==> src/rtl/mips_cpu_muldiv_ctrl.sv <==
// mips_cpu_muldiv_ctrl: HI/LO sequencer running iterative MULT/MULTU/DIV/DIVU and MTHI/MTLO
// Ports: clk, reset (async, active-low); start/op/rs_val/rt_val request in;
//        hi_wdata/hi_we, lo_wdata/lo_we drive the HI/LO registers; busy, done status.
// Optional: MULDIV_ABORT_EN adds input abort to squash an in-flight mul/div.
module mips_cpu_muldiv_ctrl #(
    parameter int WIDTH = 32
) (
    input  logic             clk,
    input  logic             reset,
    input  logic             start,
    input  logic [2:0]       op,
    input  logic [WIDTH-1:0] rs_val,
    input  logic [WIDTH-1:0] rt_val,
`ifdef MULDIV_ABORT_EN
    input  logic             abort,
`endif
    output logic [WIDTH-1:0] hi_wdata,
    output logic             hi_we,
    output logic [WIDTH-1:0] lo_wdata,
    output logic             lo_we,
    output logic             busy,
    output logic             done
);
    localparam int CW = $clog2(WIDTH);
    typedef enum logic [2:0] {IDLE, MUL, DIV, FIX, WB} state_t;
    state_t state, next_state;
    logic [CW-1:0] cnt;
    logic [WIDTH-1:0] b_r, hi_r, lo_r, mag_a, mag_b;
    logic is_mul, neg_hi, neg_lo, accept, kill, rs_neg, rt_neg, ge;
    logic [WIDTH:0] add_s, div_t, sub_d;
    logic [2*WIDTH-1:0] prod;
    // Pulse cycle after WB still shows busy=1 with state back in IDLE; starts there are dropped.
    assign accept = start && state == IDLE && !busy;
`ifdef MULDIV_ABORT_EN
    assign kill = abort && busy && (state == MUL || state == DIV || state == FIX);
`else
    assign kill = 1'b0;
`endif
    // Divide by zero keeps the raw dividend so the remainder comes out as rs_val unchanged.
    assign rs_neg = !op[0] && rs_val[WIDTH-1] && !(op[1] && rt_val == '0);
    assign rt_neg = !op[0] && rt_val[WIDTH-1];
    assign mag_a  = rs_neg ? -rs_val : rs_val;
    assign mag_b  = rt_neg ? -rt_val : rt_val;
    assign add_s  = {1'b0, hi_r} + {1'b0, lo_r[0] ? b_r : '0};
    assign div_t  = {hi_r, lo_r[WIDTH-1]};
    assign sub_d  = div_t - {1'b0, b_r};
    assign ge     = div_t >= {1'b0, b_r};
    assign prod   = neg_lo ? -{hi_r, lo_r} : {hi_r, lo_r};
    always_ff @(posedge clk or negedge reset)
        if (!reset) state <= IDLE;
        else state <= next_state;
    always_comb begin
        next_state = state;
        if (kill) next_state = IDLE;
        else if (state == IDLE) next_state = (accept && !op[2]) ? (op[1] ? DIV : MUL) : IDLE;
        else if (state == MUL || state == DIV) next_state = (cnt == '0) ? FIX : state;
        else if (state == FIX) next_state = WB;
        else next_state = IDLE;
    end
    always_ff @(posedge clk or negedge reset)
        if (!reset) begin
            cnt      <= '0;
            b_r      <= '0;
            hi_r     <= '0;
            lo_r     <= '0;
            is_mul   <= 1'b0;
            neg_hi   <= 1'b0;
            neg_lo   <= 1'b0;
            hi_wdata <= '0;
            lo_wdata <= '0;
            hi_we    <= 1'b0;
            lo_we    <= 1'b0;
            done     <= 1'b0;
            busy     <= 1'b0;
        end else begin
            hi_we <= 1'b0;
            lo_we <= 1'b0;
            done  <= 1'b0;
            busy  <= next_state != IDLE || state == WB;
            if (accept && !op[2]) begin
                cnt    <= CW'(WIDTH - 1);
                is_mul <= !op[1];
                neg_lo <= rs_neg ^ rt_neg;
                neg_hi <= rs_neg;
                hi_r   <= '0;
                lo_r   <= op[1] ? mag_a : mag_b;
                b_r    <= op[1] ? mag_b : mag_a;
            end
            if (accept && op == 3'd4) begin
                hi_we    <= 1'b1;
                hi_wdata <= rs_val;
                done     <= 1'b1;
            end
            if (accept && op == 3'd5) begin
                lo_we    <= 1'b1;
                lo_wdata <= rs_val;
                done     <= 1'b1;
            end
            if (state == MUL || state == DIV) cnt <= cnt - 1'b1;
            // Shift-add: low half starts as the multiplier and fills with product bits.
            if (state == MUL) begin
                hi_r <= add_s[WIDTH:1];
                lo_r <= {add_s[0], lo_r[WIDTH-1:1]};
            end
            // Restoring divide: low half starts as the dividend and fills with quotient bits.
            if (state == DIV) begin
                hi_r <= ge ? sub_d[WIDTH-1:0] : div_t[WIDTH-1:0];
                lo_r <= {lo_r[WIDTH-2:0], ge};
            end
            if (state == FIX) begin
                hi_r <= is_mul ? prod[2*WIDTH-1:WIDTH] : (neg_hi ? -hi_r : hi_r);
                lo_r <= is_mul ? prod[WIDTH-1:0] : (neg_lo ? -lo_r : lo_r);
            end
            if (state == WB) begin
                hi_we    <= 1'b1;
                lo_we    <= 1'b1;
                done     <= 1'b1;
                hi_wdata <= hi_r;
                lo_wdata <= lo_r;
            end
        end
endmodule

==> config.mk <==
export PLATFORM = sky130hd
export DESIGN_NAME = mips_cpu_muldiv_ctrl
export DESIGN_NICKNAME = d
export VERILOG_FILES = /design/src/rtl/mips_cpu_muldiv_ctrl.sv
export SDC_FILE = /design/constraint.sdc
export NUM_CORES = 1
export LEC_CHECK = 0
export ABC_AREA = 0
export ABC_CLOCK_PERIOD_IN_PS = 11000
export CAP_MARGIN = 25
export CORE_MARGIN = 4
export CORE_UTILIZATION = 55
export CTS_CLUSTER_DIAMETER = 30
export DETAILED_ROUTE_END_ITERATION = 10
export GPL_ROUTABILITY_DRIVEN = 0
export HOLD_SLACK_MARGIN = 0.12
export PLACE_DENSITY = 0.77
export SYNTH_ARGS = -nofsm -noshare
export SYNTH_HDL_FRONTEND = slang
export SYNTH_SLANG_ARGS = --single-unit
==> constraint.sdc <==
create_clock -name clk -period 11 [get_ports clk]
set_input_delay 1.1 -clock clk [delete_from_list [all_inputs] [get_ports clk]]
set_output_delay 1.1 -clock clk [all_outputs]
set_load 0.01 [all_outputs]
==> results.sh <==
export IMPL_status="complete, no violations"
export IMPL_max_cap_viol_count=0
export IMPL_irDropWorstVdd_mv=0.159
export IMPL_numPortBuffers=137
export IMPL_ys_warn_count=0
export IMPL_syn_area_per_cell_um2=7.65
export IMPL_fin_hold_ws_ps=497
export IMPL_cts_buffers=17
export IMPL_finalHoldViolCount=0
export IMPL_core_area_um2=27900
export IMPL_ant_nets=0
export IMPL_cp_required_ps=11330
export IMPL_drtIter0Drc=2222
export IMPL_start_util_pct=56.0
export IMPL_met1_length_mm=22.5
export IMPL_grtUsageTotal_pct=35.8
export IMPL_netlist_area_um2=15600
export IMPL_rsz0062_at_grt="false"
export IMPL_p_sw_share_pct=48.9
export IMPL_max_freq_mhz=222
export IMPL_setup_ws_ps=6490
export IMPL_clkPwrFrac_pct=13.9
export IMPL_clk_path_buf_depth=2
export IMPL_grt_max_degree=100
export IMPL_cts_tree="done"
export IMPL_num_rows=61
export IMPL_synth_edf_count=0
export IMPL_final_nets=2231
export IMPL_grt_pass1_wl_mm=88.7
export IMPL_pwr_share_seq_pct=28.5
export IMPL_drt_pass1_iterations=6
export IMPL_grt_pass1_vias=15900
export IMPL_antenna_cells=0
export IMPL_async_reset_ff_share_pct=100
export IMPL_seq_area_frac_synth_pct=28.1
export IMPL_nFillCells=2407
export IMPL_tns_ps=0
export IMPL_period_share_pct=41.0
export IMPL_fin_crit_ps=4510
export IMPL_hp_class="reg2reg"
export IMPL_synth_ff_type="dfrtp_1"
export IMPL_final_cell_mix="o21ai_0, nand2_1, nor2_1, dfrtp_1, a21oi_1"
export IMPL_setup_viol=0
export IMPL_leakage_uw=0.00708
export IMPL_critical_path_class="in2reg"
export IMPL_ys_ff_latch=175
export IMPL_syn_inst=2038
export IMPL_die_area_um2=31100
export IMPL_synth_net_count=2180
export IMPL_clkTransAtPathRegs_ps=80
export IMPL_drt_wirelength_per_cell_um=23.4
export IMPL_die_y_um=176
export IMPL_areaGrowthSynthToFinish_pct=14.1
export IMPL_via_per_inst=6.94
export IMPL_drt_wl_total_mm=58.2
export IMPL_p_int_uw=2380
export IMPL_p_sw_uw=2280
export IMPL_layout_drive_gt1_share_pct=4.95
export IMPL_crit_arrival_ps=4850
export IMPL_yosys_cell_types_count=82
export IMPL_critPathCaptureType="flip-flop"
export IMPL_dp_hpwl_mm=41.2
export IMPL_fp_dieW_um=176
export IMPL_clock_latency_ps=450
export IMPL_wl_met3_mm=7.11
export IMPL_cts_root_buf="clkbuf_16"
export IMPL_wl_met2_mm=24.6
export IMPL_ios=138
export IMPL_post_place_ws_ps=5690
export IMPL_cts_resized=0
export IMPL_slew_headroom_pct=29.6
export IMPL_tightest_slew_ps=1040
export IMPL_vias=17200
export IMPL_mostFrequentLayoutCell="o21ai_0"
export IMPL_cp_start_kind="input pin"
export IMPL_combPwrFrac_pct=57.6
export IMPL_highest_layer="met4"
export IMPL_grt_overflow=0
export IMPL_cts_sinks=175
export IMPL_cts_setup_buffers=0
export IMPL_power_density_nw_per_um2=262
export IMPL_slew_viol_final=0
export IMPL_drc_errors=0
export IMPL_cts_htree_levels=4
export IMPL_crit_fanout=28
export IMPL_ctsHoldBuffers=0
export IMPL_antenna_found_initial=0
export IMPL_fin_skew_ps=17.6
-- routing by layer --
metal	up-vias	track usage (%)
li1	7577	-
met3	269	7.34
met4	0	20.2
met5	-	0
met2	1340	54.1
met1	8034	48.1
-- cells by family after synthesis --
kind of cell	share of synthesized area, %
compound gates	28.2
xor+xnor	6.57
fa+ha+maj	5.87
buf+inv	5.30
flops	28.1
mux	5.23
simple gates	20.7
-- worst paths after layout --
path | startpoint | end | cells after the start | slack, ps
worst max-delay path | rt_val[4] | lo_r[15]$_DFFE_PN0P_ | 12 | 6490
worst min-delay path | b_r[12]$_DFFE_PN0P_ | b_r[12]$_DFFE_PN0P_ | 2 | 500
worst max register to register | lo_r[0]$_DFFE_PN0P_ | hi_r[30]$_DFFE_PN0P_ | 13 | 6550
worst min register to register | b_r[12]$_DFFE_PN0P_ | b_r[12]$_DFFE_PN0P_ | 2 | 500
max in group asynchronous | reset | hi_wdata[31]$_DFFE_PN0P_ | 4 | 9060
min in group asynchronous | reset | hi_r[12]$_DFFE_PN0P_ | 1 | 510
-- metrics by stage --
| step | util, % | area (um^2) | cells | total power [uW] |
|---|---|---|---|---|
| after global routing | 63.9 | 17800 | 2480 | 4940 |
| after CTS | 63.5 | 17700 | 2475 | 4570 |
| final | 63.9 | 17800 | 2480 | 4660 |
| after global placement | 61.3 | 17100 | 2442 | 3840 |
| after floorplan | - | 15600 | 2038 | 2990 |
| after detailed placement | 61.4 | 17100 | 2443 | 3900 |
-- cell type report --
class / count / area [um^2] / area share (%)
clock buffers: 19 / 443 / 2.49
clock inverters: 13 / 154 / 0.865
repair buffers: 169 / 1670 / 9.39
inverters: 70 / 263 / 1.48
multi-input cells: 1656 / 10400 / 58.5
flip-flops and latches: 175 / 4380 / 24.6
well taps: 378 / 473 / 2.66
-- synth_stat cells (all sizes together) (6+ instances only) --
cell,n,area share (%)
o21a,20,0.96
xor2,43,2.4
a22o,11,0.62
and2,7,0.28
nor4,24,1.0
o21bai,8,0.39
a221oi,19,1.1
or4,22,1.2
clkbuf,127,3.3
o21ai,247,8.0
a22oi,23,1.1
dfrtp,175,28
and3,15,0.60
o22ai,12,0.48
or3,30,1.2
inv,67,1.6
a211oi,20,0.96
nand2,235,5.7
mux2i,77,4.9
or2,12,0.48
nor3,60,1.9
a211o,6,0.34
buf,9,0.23
xnor2,74,4.2
nor2,187,4.5
nand3,31,1.0
o31ai,22,1.1
nand2b,12,0.48
ha,70,5.6
o41ai,8,0.50
nand4,13,0.52
a21o,23,1.1
o211ai,29,1.4
o221ai,12,0.67
nor2b,19,0.76
a31oi,23,0.92
a311oi,12,0.67
a21oi,151,4.8
-- power by group through the flow --
stage	Clock (uW)	Sequential [uW]	Combinational, uW
6_report	647	1330	2690
3_5_place_dp	0	1310	2590
5_1_grt	669	1360	2910
2_1_floorplan	0	1170	1820
3_3_place_gp	0	1310	2530
4_1_cts	646	1310	2620
-- critical path, stage by stage --
cell	delay, ps
clkdlybuf4s50_1	490
or4_1	620
nor4_1	430
buf_2	280
nand4_1	230
o211a_1	400
buf_4	290
o21ai_0	160
xnor2_1	120
o311ai_0	360
o21ai_0	160
a22o_1	210
-- flip-flops by register name, summed over array words and instances, names as in the netlist, 3 cells and up --
register and flops:
lo_r 32, state 3, lo_wdata 32, cnt 5
hi_wdata 32, b_r 32, hi_r 32
No activity file was read; power rests on OpenSTA's default activity.
